`src/rtl/hazard_unit_mc.sv`:
```
// Pipeline hazard unit: forwarding selects, stall/flush controls, a multi-cycle
// execute hold for multiplies, and saturating stall/flush event counters.
module hazard_unit_mc #(
  parameter int REG_ADDR_W = 4,
  parameter int MUL_LAT    = 4,
  parameter int CNT_W      = 32,
  parameter int FWD_EN     = 1
) (
  input  logic                  clk,
  input  logic                  reset,
  input  logic [REG_ADDR_W-1:0] RA1D,
  input  logic [REG_ADDR_W-1:0] RA2D,
  input  logic [REG_ADDR_W-1:0] RA1E,
  input  logic [REG_ADDR_W-1:0] RA2E,
  input  logic [REG_ADDR_W-1:0] WA3E,
  input  logic [REG_ADDR_W-1:0] WA3M,
  input  logic [REG_ADDR_W-1:0] WA3W,
  input  logic                  RegWriteE,
  input  logic                  RegWriteM,
  input  logic                  RegWriteW,
  input  logic                  MemtoRegE,
  input  logic                  PCSrcD,
  input  logic                  PCSrcE,
  input  logic                  PCSrcM,
  input  logic                  PCSrcW,
  input  logic                  BranchTakenE,
  input  logic                  MulStartE,
  input  logic                  ClearCnt,
  output logic [1:0]            ForwardAE,
  output logic [1:0]            ForwardBE,
  output logic                  StallF,
  output logic                  StallD,
  output logic                  StallE,
  output logic                  FlushD,
  output logic                  FlushE,
  output logic                  FlushM,
  output logic                  MulBusy,
  output logic                  MulDoneE,
  output logic [CNT_W-1:0]      StallCnt,
  output logic [CNT_W-1:0]      FlushCnt
);

  localparam logic [REG_ADDR_W-1:0] PC_ADDR = '1;
  localparam int                    MC_W    = (MUL_LAT > 1) ? $clog2(MUL_LAT) : 1;
  localparam logic [MC_W-1:0]       MC_LOAD = MC_W'(MUL_LAT - 1);

  typedef enum logic {MUL_IDLE, MUL_BUSY} mul_state_t;

  mul_state_t       r_state, w_state_next;
  logic [MC_W-1:0]  r_mul_cnt, w_mul_cnt_next;
  logic [CNT_W-1:0] r_stall_cnt, r_flush_cnt;

  logic w_ldr_stall, w_raw_hit, w_raw_stall, w_pc_wr_pending, w_mul_start;

  // R15 holds the PC, which is never produced by the ALU, so it is never forwarded.
  always_comb begin
    ForwardAE = 2'b00;
    ForwardBE = 2'b00;
    if (FWD_EN != 0) begin
      if (RegWriteM && (RA1E == WA3M) && (RA1E != PC_ADDR))      ForwardAE = 2'b10;
      else if (RegWriteW && (RA1E == WA3W) && (RA1E != PC_ADDR)) ForwardAE = 2'b01;
      if (RegWriteM && (RA2E == WA3M) && (RA2E != PC_ADDR))      ForwardBE = 2'b10;
      else if (RegWriteW && (RA2E == WA3W) && (RA2E != PC_ADDR)) ForwardBE = 2'b01;
    end
  end

  assign w_raw_hit = (RegWriteE && ((RA1D == WA3E) || (RA2D == WA3E))) ||
                     (RegWriteM && ((RA1D == WA3M) || (RA2D == WA3M))) ||
                     (RegWriteW && ((RA1D == WA3W) || (RA2D == WA3W)));
  assign w_raw_stall     = (FWD_EN == 0) && w_raw_hit;
  assign w_ldr_stall     = ((RA1D == WA3E) || (RA2D == WA3E)) && MemtoRegE && RegWriteE;
  assign w_pc_wr_pending = PCSrcD || PCSrcE || PCSrcM;
  assign w_mul_start     = MulStartE && !BranchTakenE && (r_state == MUL_IDLE);

  // NOTE: sequential state uses non-blocking assignments so every register
  // samples the pre-edge value of every other register.
  always_ff @(posedge clk or posedge reset) begin
    if (reset) begin
      r_state   <= MUL_IDLE;
      r_mul_cnt <= '0;
    end else begin
      r_state   <= w_state_next;
      r_mul_cnt <= w_mul_cnt_next;
    end
  end

  // NOTE: every signal assigned here gets a default first so no path leaves
  // it unassigned, which would otherwise infer a latch.
  always_comb begin
    w_state_next   = r_state;
    w_mul_cnt_next = r_mul_cnt;
    case (r_state)
      MUL_IDLE: begin
        if (w_mul_start && (MUL_LAT > 1)) begin
          w_state_next   = MUL_BUSY;
          w_mul_cnt_next = MC_LOAD;
        end
      end
      MUL_BUSY: begin
        w_mul_cnt_next = r_mul_cnt - MC_W'(1);
        if (r_mul_cnt == MC_W'(1)) w_state_next = MUL_IDLE;
      end
      default: begin
        w_state_next   = MUL_IDLE;
        w_mul_cnt_next = '0;
      end
    endcase
  end

  assign MulBusy  = (r_state == MUL_BUSY);
  assign MulDoneE = (MulBusy && (r_mul_cnt == MC_W'(1))) ||
                    ((MUL_LAT == 1) && w_mul_start);

  // A held Execute stage cannot take a bubble, so bubbles go into Memory instead.
  assign StallF = w_ldr_stall || w_raw_stall || w_pc_wr_pending || MulBusy;
  assign StallD = w_ldr_stall || w_raw_stall || MulBusy;
  assign StallE = MulBusy;
  assign FlushD = (w_pc_wr_pending || PCSrcW || BranchTakenE) && !MulBusy;
  assign FlushE = (w_ldr_stall || w_raw_stall || BranchTakenE) && !MulBusy;
  assign FlushM = MulBusy;

  always_ff @(posedge clk or posedge reset) begin
    if (reset) begin
      r_stall_cnt <= '0;
      r_flush_cnt <= '0;
    end else if (ClearCnt) begin
      r_stall_cnt <= '0;
      r_flush_cnt <= '0;
    end else begin
      if (StallD && (r_stall_cnt != '1))              r_stall_cnt <= r_stall_cnt + CNT_W'(1);
      if ((FlushD || FlushE) && (r_flush_cnt != '1))  r_flush_cnt <= r_flush_cnt + CNT_W'(1);
    end
  end

  assign StallCnt = r_stall_cnt;
  assign FlushCnt = r_flush_cnt;

endmodule

```
`config.mk`:
```
export PLATFORM = sky130hd
export DESIGN_NAME = hazard_unit_mc
export DESIGN_NICKNAME = d
export VERILOG_FILES = /design/src/rtl/hazard_unit_mc.sv
export SDC_FILE = /design/constraint.sdc
export NUM_CORES = 1
export LEC_CHECK = 0
export BUFFER_PORTS_ARGS = -buffer_cell sky130_fd_sc_hd__buf_4
export CAP_MARGIN = 20
export CORE_ASPECT_RATIO = 0.75
export CORE_MARGIN = 3
export CORE_UTILIZATION = 40
export CTS_CLUSTER_SIZE = 28
export DETAILED_ROUTE_END_ITERATION = 8
export SKIP_CTS_REPAIR_TIMING = 1
export SYNTH_ARGS = -nofsm -noshare
export SYNTH_HDL_FRONTEND = slang
export SYNTH_SLANG_ARGS = --single-unit
```
`constraint.sdc`:
```
create_clock -name clk -period 3 [get_ports clk]
set_clock_uncertainty 0.1 [all_clocks]
set_input_delay 0.75 -clock clk [delete_from_list [all_inputs] [get_ports clk]]
set_output_delay 0.75 -clock clk [all_outputs]
set_load 0.1 [all_outputs]
```
==> metrics.txt <==
WP data arrival=1.98 ns; static leakage=roughly 2.3 nW; worst r2r dst=StallCnt[24]; DP Area=a little over 5000 µm²; final worst path period share=between 90% and 100%; Setup CP Type=in2out; final hold vios=0; Tot GR Track Use=20.15%; fin area=5364 µm²; Worst setup EP type=output pin; CTS tree=yes; number of iterations in the first detailed-routing pass=4; crit path to=StallD; post-DP HPWL=between 8 and 9 mm; ys async rst share=100.0%; main flop type after synthesis=dfrtp_1; Worst Setup SP=WA3E[0]; Post-Route Utilization=54.88%; Final WS setup=0.1694 ns; routed via count=3977; Slew HR=51.20%; R2R depth=7; fmax=353.3 MHz; total I/O pin count=roughly 120; worst hold path type=reg2reg; Max IR drop VDD=0.0008712 V; H-tree depth=3; top cells by area, synth=dfrtp_1 (41%), a21oi_1 (6.8%), or3_1 (5.4%); antenna cells=0; vias per inst=5.601; Total Wirelength=~11 mm; Final Net Count=617; setup tns final=0 ns; Critical Path RT=2.15 ns; Post-DRT Antenna Nets=0; CP max FO=4; Netlist cell types=45; post-synth top area cell=dfrtp_1; fillers=935; Final GP Congestion=0.7912; yosys warns=0; Yosys reg bits=67; startpoint types=input port; sequential area share after synthesis=41.23%; DIE WIDTH=122.4 µm; top cell type's share of synthesized area=between 40% and 50%; WHS=0.4151 ns; status=completed; Clock Pin Slew Worst Setup and Hold Paths=about 0.05 ns; RSZ-0062 raised after global routing=false; first-pass GRT wire length=18.64 mm; share of cells above drive strength 1=28.20%; max-cap violations=0; CP max-delay cell=buf_4; Die Ht=93.32 µm; Post-synth EDFFs=0; CTS buffer count=9; P per Cell Area=591.8 nW/µm²; worst r2r src=StallCnt[0]; DR WL/cell=15.63 µm; Syn Inst Count=461; Port Buffer Count=116; clock latency on the worst-skew pair=0.33 ns; largest net degree at the start of global routing=just under 70; clock root cell=clkbuf_16; initial antenna violation count=0; Die Area=11420 µm²; Iter 0 DRT Violations=~260; clk sinks=67; CORE AREA=~10000 µm²; vias in the first global route=3752; drc violations=0; row count=31; Syn Nets=505; gr ovfl total=0; Avg Synthesized Cell Area=8.821 µm²; CP Cell Sequence=buf_4, xnor2_1, nand4_1, a21oi_4, nor2_1, clkinvlp_4, buf_4; measured slew at the worst slew-check pin=0.7321 ns; minimum clock period=roughly 2.8 ns; Max Slew Vio Count=0; Final setup viols=0; Max Root-Sink Buffers=2; Initial Util=41.60%; Critical Path Most Common Cell=buf_4; P&R area growth vs syn=31.91%; r2r setup slk=0.42 ns; Mapped Area=4066 µm²; CP max stage delay=0.29 ns; pre-CTS worst setup slack=0.1628 ns
==> critical path, delay by kind of cell <==
kind | cells | cell delay [ns]
buf+inv | 3 | 0.55
simple gates | 2 | 0.30
compound gates | 1 | 0.21
xor+xnor | 1 | 0.16
==> area by class of cell <==
type                       count  area (µm²)  area share, %
inverter                      11       45.04         0.8397
clock buffer                  15       287.8          5.365
timing repair buffer         120       913.4          17.03
clock inverter                 1       5.005        0.09331
sequential                    67        1678          31.28
multi-input combinational    364        2270          42.31
tap                          132       165.2          3.079
==> per-layer routing <==
| metal | GRT usage, % | vias to the layer above | wire (µm) |
|---|---|---|---|
| li1 | - | 1946 | - |
| met1 | 28.68 | 1907 | 5407 |
| met2 | 30.09 | 120 | 4907 |
| met4 | 4.939 | 0 | 60 |
| met5 | 0 | - | 0 |
| met3 | 5.925 | 4 | 719 |
==> report_power, final <==
group	internal [mW]	leakage (nW)	switching, mW	total, mW
sequential	0.952	0.925	0.0939	1.05
combinational	0.255	1.19	0.836	1.09
clock	0.649	0.146	0.388	1.04
==> layout by cell type (no fill, tap or decap), types with 5 or more instances in the layout <==
cell / instances
dfrtp_1: 66
and4_1: 8
xnor2_1: 17
o21ai_0: 40
nand4_1: 16
clkbuf_16: 9
buf_4: 119
a21oi_1: 54
or3_1: 35
nor2_1: 30
o31ai_1: 15
inv_1: 9
and3_1: 5
nand2_1: 32
or4_1: 16
nand3_1: 30
xor2_1: 11
==> cell usage after synthesis (2+ instances only) <==
cell type  number
a21oi_1        55
a31oi_1         2
and2_1          4
and3_1          5
and4_1          9
buf_2           3
buf_4           3
buf_6           4
clkbuf_1        9
dfrtp_1        67
ha_1            3
inv_1          11
mux2i_1         2
nand2_1        33
nand3_1        30
nand4_1        16
nand4_2         4
nor2_1         33
nor2b_1         4
nor3_1          5
nor4_4          2
o211ai_1        4
o211ai_2        2
o21ai_0        40
o21ai_2         2
o31ai_1        15
or3_1          35
or4_1          16
xnor2_1        17
xor2_1         11
==> sequential cells by signal, summed over array words and instances (netlist names) <==
register,count
FlushM,1
StallCnt,32
r_mul_cnt,2
FlushCnt,32
==> worst min-delay path by stage <==
stage	to	startpoint	cells past startpoint
2_1_floorplan	r_mul_cnt[0]	r_mul_cnt[0]	1
3_3_place_gp	r_mul_cnt[0]	r_mul_cnt[0]	1
3_5_place_dp	r_mul_cnt[0]	r_mul_cnt[0]	1
4_1_cts	r_mul_cnt[0]	r_mul_cnt[0]	1
5_1_grt	r_mul_cnt[0]	r_mul_cnt[0]	1
6_report	r_mul_cnt[0]	r_mul_cnt[0]	1
==> per-stage QoR <==
step	total power, mW	instances
final	3.174	710
after global routing	3.330	710
after CTS	3.207	710
after detailed placement	2.164	694
after global placement	2.144	694
after floorplan	1.952	461
==> cells by family after synthesis <==
kind of cell,share of synthesized area [%]
mux,0.7692
buf+inv,3.877
fa+ha+maj,0.9232
compound gates,18.43
flops,41.23
simple gates,28.74
xor+xnor,6.031
Note: power is estimated with default switching activity, not from simulation.
